`config.mk`:
```
export PLATFORM = sky130hd
export DESIGN_NAME = fetch_queue
export DESIGN_NICKNAME = d
export VERILOG_FILES = /design/src/rtl/fetch_pkg.sv /design/src/rtl/fetch_queue_fifo_ptr.sv /design/src/rtl/fetch_queue.sv
export SDC_FILE = /design/constraint.sdc
export NUM_CORES = 1
export LEC_CHECK = 0
export CAP_MARGIN = 20
export CORE_ASPECT_RATIO = 1.5
export CORE_MARGIN = 1
export CORE_UTILIZATION = 50
export CTS_CLUSTER_DIAMETER = 60
export CTS_CLUSTER_SIZE = 14
export DETAILED_ROUTE_END_ITERATION = 10
export PLACE_DENSITY = 0.84
export REMOVE_ABC_BUFFERS = 1
export SYNTH_ARGS = -nofsm -noshare
export SYNTH_HDL_FRONTEND = slang
export SYNTH_SLANG_ARGS = --single-unit
```
`constraint.sdc`:
```
create_clock -name clock -period 5.61 [get_ports clock]
set_input_delay 1.122 -clock clock [delete_from_list [all_inputs] [get_ports clock]]
set_output_delay 1.122 -clock clock [all_outputs]
set_load 0.01 [all_outputs]
```
`src/rtl/fetch_pkg.sv`:
```
// Shared types and constants for the IFU->IDU fetch queue.
package fetch_pkg;

  localparam int unsigned FQ_DEPTH  = 4;
  localparam int unsigned FQ_PC_W   = 64;
  localparam int unsigned FQ_INST_W = 32;

  localparam logic [FQ_PC_W-1:0]   RESET_PC = 64'h8000_0000;
  localparam logic [FQ_INST_W-1:0] INST_NOP = 32'h0000_0013;

  typedef struct packed {
    logic [FQ_PC_W-1:0]   pc;
    logic [FQ_INST_W-1:0] inst;
    logic                 misal;
  } fetch_entry_t;

endpackage

```
`src/rtl/fetch_queue_fifo_ptr.sv`:
```
// FIFO pointer with an extra wrap bit above the index bits.
// Supports a synchronous clear and a single-step increment.
module fifo_ptr #(
  parameter int unsigned AW = 2
) (
  input  logic        clock,
  input  logic        reset,
  input  logic        clear_i,
  input  logic        inc_i,
  output logic [AW:0] ptr_o
);

  localparam logic [AW:0] PTR_ONE = 1;

  logic [AW:0] ptr_q, ptr_d;

  // The binary carry out of the index bits toggles the wrap bit.
  always_comb begin
    ptr_d = ptr_q;
    if (clear_i)
      ptr_d = '0;
    else if (inc_i)
      ptr_d = ptr_q + PTR_ONE;
  end

  always_ff @(posedge clock) begin
    if (reset)
      ptr_q <= '0;
    else
      ptr_q <= ptr_d;
  end

  assign ptr_o = ptr_q;

endmodule

```
`src/rtl/fetch_queue.sv`:
```
// Instruction buffer between fetch and decode: in-order {pc, inst} queue
// with valid/ready on both sides and a synchronous redirect flush.
module fetch_queue
  import fetch_pkg::*;
#(
  parameter int unsigned DEPTH  = FQ_DEPTH,
  parameter int unsigned PC_W   = FQ_PC_W,
  parameter int unsigned INST_W = FQ_INST_W
) (
  input  logic                     clock,
  input  logic                     reset,
  input  logic                     in_valid,
  input  logic [PC_W-1:0]          in_pc,
  input  logic [INST_W-1:0]        in_inst,
  output logic                     in_ready,
  input  logic                     flush,
  output logic                     out_valid,
  input  logic                     out_ready,
  output logic [PC_W-1:0]          out_pc,
  output logic [INST_W-1:0]        out_inst,
  output logic                     out_misal,
  output logic [$clog2(DEPTH):0]   count
);

  localparam int unsigned AW = $clog2(DEPTH);

  typedef struct packed {
    logic [PC_W-1:0]   pc;
    logic [INST_W-1:0] inst;
    logic              misal;
  } entry_t;

  logic [AW:0] rd_ptr, wr_ptr;
  logic        empty, full, push, pop;
  entry_t      mem [DEPTH];
  entry_t      head;

  assign empty = (rd_ptr == wr_ptr);
  assign full  = (rd_ptr[AW-1:0] == wr_ptr[AW-1:0]) && (rd_ptr[AW] != wr_ptr[AW]);

  // in_ready depends only on registered pointers, so out_ready never reaches it.
  assign in_ready  = ~full;
  assign out_valid = ~empty;
  assign push      = in_valid & in_ready & ~flush;
  assign pop       = out_valid & out_ready & ~flush;

  fifo_ptr #(.AW(AW)) u_wr_ptr (
    .clock   (clock),
    .reset   (reset),
    .clear_i (flush),
    .inc_i   (push),
    .ptr_o   (wr_ptr)
  );

  fifo_ptr #(.AW(AW)) u_rd_ptr (
    .clock   (clock),
    .reset   (reset),
    .clear_i (flush),
    .inc_i   (pop),
    .ptr_o   (rd_ptr)
  );

  // Storage is not reset; out_valid gating hides stale contents.
  always_ff @(posedge clock) begin
    if (push && !reset)
      mem[wr_ptr[AW-1:0]] <= '{pc: in_pc, inst: in_inst, misal: |in_pc[1:0]};
  end

  assign head = mem[rd_ptr[AW-1:0]];

  always_comb begin
    out_pc    = '0;
    out_inst  = '0;
    out_misal = 1'b0;
    if (!empty) begin
      out_pc    = head.pc;
      out_inst  = head.inst;
      out_misal = head.misal;
    end
  end

  assign count = wr_ptr - rd_ptr;

endmodule

```
# Yosys cells after proc, flatten, opt, wreduce, memory -nomap -nowiden

Memory sizes are Yosys's and may differ from the RTL's. A register that Yosys moved wholly into a read port is not among the register bits.
Cells that the tools add are included.

Memories kept: 1
Register bits after elaboration: 6
Output and inout bits: 102
Bits in writable memories: 388
Word-level logic and storage cells: 28

Reductions and logical operators: 5
Bitwise logic cells: 7
Mux-type cells: 7
$add $sub $neg: 3
Equality and inequality tests: 3

Memories:

| memory | words | width | read ports | clocked after Yosys merged registers in | wr ports | line              | RTL |
|---|---|---|---|---|---|---|---|
| mem    | 4     | 97    | 1          | 1                                       | 1        | fetch_queue.sv:35 | `entry_t mem [DEPTH];` |

Operators by type and width:

| kind                  | number |
|---|---|
| $mux W64              | 1 |
| $mux W32              | 1 |
| $add A3 B1 Y3 const B | 2 |
| $and A1 B1 Y1         | 4 |
| $mux W2               | 2 |
| $reduce_or A2 Y1      | 2 |
| $eq A3 B3 Y1          | 1 |
| $mux W1               | 3 |
| $not A1 Y1            | 3 |
| $sub A3 B3 Y3         | 1 |
| $eq A2 B2 Y1          | 1 |
| $logic_and A1 B1 Y1   | 2 |
| $logic_not A1 Y1      | 1 |
| $ne A1 B1 Y1          | 1 |

# Depth between registers and ports, before layout

Gate-level depths: netlist of the first run.

Depth in word-level cells: 8
Depth in mapped cells: 8

# Cells and area by module

Synthesis of the first run repeated with hierarchy kept, for this count alone.

Cells, all modules: 677
Area total of the unflattened synthesis: 15285.9 um^2

By module, submodules not included:

| module      | area an instance (um^2) | cells each | sequential area each (um^2) | instances |
|---|---|---|---|---|
| fetch_queue | 15030.7                 | 653        | 11651.2                     | 1 |
| fifo_ptr    | 127.6                   | 12         | 60.1                        | 2 |

# Least setup slack after synthesis of the first run

Ideal clock, no wire load.

Kind: input port to flip-flop
Start: input in_valid
End: memory mem[0][0] (netlist name) (enable)
Stages: 3
Library setup time: 467 ps
Data arrival time: 3839 ps
Buffers on the path: 0
Data required time: 5143 ps
Path slack: 1304 ps
Cell sequence: inv_1 -> a21oi_1 -> and3_1

Word-level cells in the longest chain between the ends: 5

Ends and longest elaborated chain:

| item                          | line              | RTL |
|---|---|---|
| start, declared               | fetch_queue.sv:12 | `input logic in_valid,` |
| $and A1 B1 Y1 (2 in series)   | fetch_queue.sv:44 | `assign push = in_valid & in_ready & ~flush;` |
| $logic_and A1 B1 Y1           | fetch_queue.sv:65 | `if (push && !reset)` |
| $mux W1                       | fetch_queue.sv:65 |  |
| $mux W1 (not written as such) | fetch_queue.sv:66 | `mem[wr_ptr[AW-1:0]] <= '{pc: in_pc, inst: in_inst, misal: \|in_pc[1:0]};` |
| end, declared                 | fetch_queue.sv:35 |  |

No other way between the ends.

# Final worst setup path of the first run

Start: register u_wr_ptr.ptr_q[0], in the netlist u_wr_ptr.ptr_o[0]
End: output out_pc[19]

Word-level cells in the longest chain between the ends: 2

Ends and longest elaborated chain:

| item                   | line                       | RTL |
|---|---|---|
| start, declared        | fetch_queue_fifo_ptr.sv:15 | `logic [AW:0] ptr_q, ptr_d;` |
| start signal, assigned | fetch_queue_fifo_ptr.sv:30 | `ptr_q <= ptr_d;` |
| $eq A3 B3 Y1           | fetch_queue.sv:38          | `assign empty = (rd_ptr == wr_ptr);` |
| $mux W64               | fetch_queue.sv:75          | `if (!empty) begin` |
| end, declared          | fetch_queue.sv:19          | `output logic [PC_W-1:0] out_pc,` |

No other way between the ends.

==> results of run 1 <==
stage by stage:
| step | util, % | cell area (sq um) | hold WS, ns |
|---|---|---|---|
| after floorplan | - | 15000 | 0.469 |
| after global placement | 59.7 | 17700 | 0.485 |
| after detailed placement | 59.7 | 17700 | 0.503 |
| after CTS | 62.8 | 18600 | 0.513 |
| after global routing | 62.9 | 18700 | 0.540 |
| final | 62.9 | 18700 | 0.511 |
routing by layer:
layer	vias up	track usage, %
li1	3172	-
met1	3693	23.0
met2	237	32.9
met3	71	3.53
met4	2	9.79
met5	-	0
sequential cells by signal (all words and copies together), names as in the netlist, named ones only:
signal / flops
u_wr_ptr.ptr_o: 3
mem: 388
u_rd_ptr.ptr_o: 3
kinds of logic after synthesis:
logic type,after synthesis
DFF,396
adders and majority gates,8
buffers and inverters,43
muxes,102
AOI/OAI and AO/OA,6
xor gates and xnor gates,3
and+or+nand+nor,121
worst min-delay path by stage:
stage / start / end / slack (ns)
after floorplan: u_wr_ptr.ptr_o[0] / u_wr_ptr.ptr_o[0] / 0.47
after global placement: u_wr_ptr.ptr_o[0] / u_wr_ptr.ptr_o[0] / 0.49
after detailed placement: u_wr_ptr.ptr_o[0] / u_wr_ptr.ptr_o[0] / 0.50
after CTS: u_wr_ptr.ptr_o[0] / u_wr_ptr.ptr_o[0] / 0.51
after global routing: u_wr_ptr.ptr_o[0] / u_wr_ptr.ptr_o[0] / 0.54
final: u_wr_ptr.ptr_o[0] / u_wr_ptr.ptr_o[0] / 0.51
layout by cell type, fill, tap and decap left out, drive strengths merged:
master           n
xor2             1
inv             10
o2111ai          2
nor2b            2
nand3            2
and2            98
buf             11
fa               1
a21oi            2
clkinvlp         2
xnor2            2
o211ai           2
clkdlybuf4s50  202
nand4            2
mux2i            5
dfxtp            8
diode            8
clkbuf          44
or3              1
nand2           10
and3             4
edfxtp         388
mux4            97
or2              1
nor2             1
ha               7
tightest hold or removal path, cell delays in order (launching register included):
cell,delay [ns]
dfxtp_1,0.34
nand2_1,0.07
mux2i_1,0.06
final cells by class:
cell class                 count  area, sq um
multi-input combinational    240         3170
sequential                   396        11800
tap                          395          494
fill                        2031        11000
antenna                        8         20.0
clock buffer                  44          910
clock inverter                 3         23.8
timing repair buffer         213         2190
inverter                       9         33.8
power groups by stage:
stage	Clock, W	Sequential, W	Combinational (W)
finish	0.00207	0.00329	0.000321
global placement	0	0.00335	0.000316
detailed placement	0	0.00335	0.000323
floorplan	0	0.00336	0.000114
global route	0.00222	0.00329	0.000343
CTS	0.00212	0.00329	0.000326
==> key figures, run 1 <==
Die
  • IO Count: 203
  • # rows: 77
  • Die height: about 220 um
  • Die Width: 144 um
  • Core area: between 0.02 and 0.03 sq mm
  • Initial Utilization: around 50%
  • Die footprint: 0.0311 sq mm

Worst setup path
  • CP bufs+invs: 3
  • Max stage delay on crit path: about 0.50 ns
  • CP startpoint kind: register
  • Slowest-stage cell, CP: nand2_2
  • Critical Path RT: between 4 and 5 ns
  • Setup crit start: u_wr_ptr.ptr_o[0]
  • Crit path capture type: primary output
  • Crit-path cells: inv_1 -> ha_1 -> and2_0 -> nand2_2 -> buf_12 -> and2_1 -> clkdlybuf4s50_1
  • Setup CP Type: reg2out
  • R2r setup slk: 2.45 ns
  • R2R depth: 6
  • Worst setup path endpoint: out_pc[19]
  • Worst path depth: 7
  • CP top delay family: simple AND/OR/NAND/NOR gates
  • RR Endpoint: mem[1][80]
  • WP data arrival: between 3 and 4 ns
  • Worst Path Max Fanout: 58
  • Reg2reg start: u_wr_ptr.ptr_o[0]

Timing
  • Period utilisation layout: roughly four fifths
  • RSZ-0062 raised after global routing: false
  • Fmax: roughly 230 MHz
  • Rel. slew slack: between 30% and 40%
  • Final setup margin: 1.22 ns
  • Max-slew violation count: 0
  • Setup_tns: 0 ns
  • Final hold vios: 0
  • Worst Skew: roughly 0.014 ns
  • Minimum clock period: about 4.4 ns
  • Worst Tran Pin Value: 0.992 ns
  • # setup viols final: 0

Finish
  • Syn-to-layout area delta: 22.8%
  • Layout cells sized above 1: 17.1%
  • Post-route insts no fill: 1,308
  • Nets@finish: between 1,000 and 1,500

Min path
  • Hold WC Path Type: reg2reg
  • Cell depth of the worst hold path: 2

Drt
  • Total number of vias: 7,175
  • Post-DRT Antenna Nets: 0
  • Detailed Route WL: between 20,000 and 30,000 um
  • Initial DRC Count: 499
  • Met3 Wirelength: 1540 um
  • Met2 WL: 15,500 um
  • Vias per cell: about 5.5
  • M1 WL: 10,500 um
  • Top sig layer: met5
  • WL per Instance: about 22 um
  • First-pass DRT Iterations: 5
  • Remaining DRCs: 0

Yosys
  • Top cells by area, synth: edfxtp_1, mux4_2, and2_1
  • Seq/Total Area, Yosys: 77.7%
  • Syn. warnings: 0
  • Most area-hungry cell type in the Yosys netlist: edfxtp_1
  • Most frequent cell after synthesis: edfxtp_1
  • Post-synthesis mux area share: roughly 15%
  • Synth Area in Compound Gates: less than 1%
  • Largest family of logic cells by synthesized area: multiplexers
  • Fraction of registers with async set/reset: 0%
  • Avg Inst Size Synth: 22.4 sq um
  • Synth Area in Adders: 0.708%
  • Yosys cell types: 30
  • Synth Instances: roughly 680
  • Top cells by count, synth: edfxtp_1, and2_1, mux4_2
  • Post-synth top flop: edfxtp_1
  • Synthesized area: about 0.015 sq mm
  • #FFs+latches synth: between 300 and 400
  • Simple-gate portion of the synthesized area: under 10%
  • Synth top area share: 76.7%
  • EDFF count, synth: roughly 390
  • Post-synthesis xor/xnor area fraction: 0.222%

Placed design
  • Buffers on Ports: around 200
  • GP Congestion: approximately 0.73
  • # placed instances: roughly 1,300
  • Dpl hpwl: between 15,000 and 20,000 um
  • Setup WS pre-CTS: approximately 1.6 ns

Global route
  • First-pass GRT wire length: around 43,000 um
  • Largest net degree at the start of global routing: between 60 and 70
  • Initial antenna violation count: 9
  • Congestion Overflow GR: 0
  • Vias in the first global route: about 7,500
  • All-layer global routing usage: 19.2%

Clocking
  • CTS tree: yes
  • Postcts setup bufs: 0
  • Htree depth: 2
  • Root Buffer: clkbuf_16
  • Clock slew at reported path FFs: approximately 0.060 ns
  • Post-cts sizing count: 0
  • CTS Buf Count: 34
  • CTS Hold Buffers Added: 0
  • Clk sinks: between 300 and 400
  • Max Buffers Root-to-Sink: 3
  • Clock latency on the worst-skew pair: approximately 0.51 ns

Power and ir drop
  • Internal: approximately 0.0046 W
  • Leakage: about 5.8 nW
  • Total Power: approximately 0.0057 W
  • PwrDens: slightly above 300 mW/mm^2
  • Sequential Power Share: 57.9%
  • Logic pwr share: under 10%
  • Part of the power in the clock network: between 30% and 40%
  • Sw Share: 19.1%
  • Maximum vdd drop: approximately 0.26 mV
  • Psw: around 0.0011 W

Flow run
  • Max cap viols: 0

Run status
  • Status: finished clean
No activity file was read; power rests on OpenSTA's default activity.
==> inputs of run 2 (changes only) <==
- clock period: 5.61 -> 4.44 ns (I/O delays scaled with it)
==> run 2 against run 1 <==
Effect of this change:
- clock power increased by 30%
- wire length grew 2.4%
- combinational power increased by 28%
- flip-flop and latch count stayed put
- largest power group unchanged
==> key figures, run 2 (same netlist as run 1, synthesis figures left out) <==
Power and ir drop
  • Leakage: 5.84 nW (+0.63%)
  • Internal: 0.00588 W (+28%)
  • Part of the power in the clock network: 37.2% (+0.8 points)
  • Sw Share: 19.1% (about the same)
  • Maximum vdd drop: 0.288 mV (+9.7%)
  • PwrDens: 388 mW/mm^2 (+28%)
  • Logic pwr share: 5.7% (about the same)
  • Psw: 0.00139 W (+28%)
  • Sequential Power Share: 57.2% (-0.7 points)

Global route
  • GRT met3 Usage: 3.31% (-0.22 points)
  • Met2 Usage GRT: 32.9% (-0.048 points)
  • Vias in the first global route: 7,614 (+1.4%)
  • Most used routing layer: met2
  • First-pass GRT wire length: 44,500 um (+2.3%)
  • Largest net degree at the start of global routing: 98 (+51%)
  • Initial antenna violation count: 7 (-2)
  • All-layer global routing usage: 19.6% (+0.44 points)
  • Congestion Overflow GR: 0 (unchanged)
  • Grt met1 use: 24.6% (+1.7 points)

Placed design
  • Dpl hpwl: 17,300 um (+1.1%)
  • GP Congestion: 0.750 (+2.8%)
  • Setup WS pre-CTS: 0.675 ns (-0.953 ns)
  • Placed cell area: 0.0177 sq mm (about the same)
  • Buffers on Ports: 202 (unchanged)

Clocking
  • Clock slew at reported path FFs: 0.06 ns (about the same)
  • Clock latency on the worst-skew pair: 0.52 ns (about the same)
  • Root Buffer: clkbuf_16
  • CTS tree: yes
  • CTS Buf Count: 34 (unchanged)
  • Clk sinks: 396 (unchanged)
  • Postcts setup bufs: 0 (unchanged)
  • Max Buffers Root-to-Sink: 3 (unchanged)
  • Htree depth: 2 (unchanged)

Die
  • # rows: 77 (unchanged)
  • IO Count: 203 (unchanged)
  • Die footprint: 0.0311 sq mm (unchanged)
  • Core area: 0.0297 sq mm (unchanged)
  • Die height: 216 um (unchanged)
  • Die Width: 144 um (unchanged)
  • Initial Utilization: 51.2% (unchanged)

Drt
  • Initial DRC Count: 477 (-4.4%)
  • WL per Instance: 22.5 um (+2.1%)
  • Post-DRT Antenna Nets: 0 (unchanged)
  • Vias per cell: 5.51 (+0.37%)
  • Remaining DRCs: 0 (unchanged)
  • Total number of vias: 7,218 (+0.60%)
  • Detailed Route WL: 29,500 um (+2.4%)
  • First-pass DRT Iterations: 4 (-1)

Worst setup path
  • WP data arrival: 3.12 ns (-0.15 ns)
  • Crit path capture type: primary output
  • Setup CP Type: reg2out
  • CP startpoint kind: register
  • Reg2reg start: u_wr_ptr.ptr_o[0]
  • Setup crit start: u_wr_ptr.ptr_o[0]
  • Worst setup path endpoint: out_inst[22]
  • R2r setup slk: 1.61 ns (-0.84 ns)
  • Worst Path Max Fanout: 50 (-14%)
  • RR Endpoint: mem[1][66]
  • Critical Path RT: 3.55 ns (-0.94 ns)
  • R2R depth: 6 (unchanged)

Timing
  • # setup viols final: 0 (unchanged)
  • Rel. slew slack: 53.8% (+20 points)
  • Period utilisation layout: about 90%
  • Final hold vios: 0 (unchanged)
  • Final setup margin: 0.429 ns (-0.787 ns)
  • Minimum clock period: roughly 4.0 ns
  • Worst Skew: 0.0137 ns (-0.000461 ns)
  • Worst Tran Pin Value: 0.693 ns (-0.300 ns)
  • Max-slew violation count: 0 (unchanged)
  • Fmax: 249 MHz
  • RSZ-0062 raised after global routing: false

Finish
  • Nets@finish: 1,005 (+0.20%)
  • Fill count: 2,057 (+1.3%)
  • Syn-to-layout area delta: 23.1%
  • Multi-input logic area: 0.00317 sq mm (+0.16%)
  • Register Area: 0.0118 sq mm (unchanged)
  • Cell area after layout: 0.0187 sq mm (+0.27%)
  • Most frequent cells in the layout: edfxtp_1, clkdlybuf4s50_1, mux4_2, and2_1, clkbuf_16
  • Most common cell after layout, fill and taps aside: edfxtp_1
  • Max FFs per register: 388 (unchanged)
  • Layout cells sized above 1: 17.3% (+0.14 points)

Min path
  • Hold WC Path Type: reg2reg

Run status
  • Status: finished clean

Flow run
  • Max cap viols: 0 (unchanged)
run 2: cell types whose count changed in the layout (fill, tap and decap cells not counted), sizes merged:
cell | before | now
clkbuf | 44 | 48
buf | 11 | 13
clkinvlp | 2 | 0
diode | 8 | 7
run 2: power by group through the flow:
| stage | sequential (W) | combinational (W) | clock [W] |
|---|---|---|---|
| 2_1_floorplan | 0.00424 | 0.000144 | 0 |
| 5_1_grt | 0.00416 | 0.000439 | 0.00289 |
| 6_report | 0.00415 | 0.000411 | 0.00270 |
| 3_5_place_dp | 0.00424 | 0.000413 | 0 |
| 4_1_cts | 0.00415 | 0.000417 | 0.00276 |
| 3_3_place_gp | 0.00423 | 0.000404 | 0 |
run 2: cell type report:
type                       instances  share of cell area [%]
timing repair buffer             215                    11.7
tap                              395                    2.64
clock buffer                      48                    5.17
antenna                            7                  0.0936
sequential                       396                    63.2
clock inverter                     1                  0.0602
inverter                           9                   0.181
multi-input combinational        240                    17.0
run 2: worst min-delay path by stage:
stage,startpoint,end,slack (ns),cells after the start
finish,u_wr_ptr.ptr_o[0],u_wr_ptr.ptr_o[0],0.52,2
global route,u_wr_ptr.ptr_o[0],u_wr_ptr.ptr_o[0],0.54,2
CTS,u_wr_ptr.ptr_o[0],u_wr_ptr.ptr_o[0],0.53,2
detailed placement,u_wr_ptr.ptr_o[0],u_wr_ptr.ptr_o[0],0.52,2
global placement,u_wr_ptr.ptr_o[0],u_wr_ptr.ptr_o[0],0.48,2
floorplan,u_wr_ptr.ptr_o[0],u_wr_ptr.ptr_o[0],0.47,2
run 2: metal layers:
layer,routed length [um],vias to the layer above
met5,11,-
met2,15400,216
li1,-,3180
met4,1350,2
met1,11400,3749
met3,1360,71
run 2: worst max-delay path, stage by stage (launching register included):
cell,delay (ns)
dfxtp_1,0.39
inv_1,0.11
ha_1,0.31
and2_0,0.27
nand2_4,0.46
buf_4,0.32
and2_1,0.17
clkdlybuf4s50_1,0.56
run 2: timing repair:
item / in CTS / in global routing
hold buffers: 0 / 0
endpoints found under the setup margin: 0 / 50
resized for setup: 0 / 1
run 2: stage by stage:
step / power, W / util [%] / TNS [ns] / hold WS [ns] / std cells
after floorplan: 0.00439 / - / -130.28 / 0.469 / 645
after global placement: 0.00464 / 59.7 / 0 / 0.483 / 1255
after detailed placement: 0.00465 / 59.7 / 0 / 0.517 / 1255
after CTS: 0.00734 / 63.0 / 0 / 0.526 / 1304
after global routing: 0.00749 / 63.0 / 0 / 0.544 / 1309
final: 0.00727 / 63.1 / 0 / 0.519 / 1311
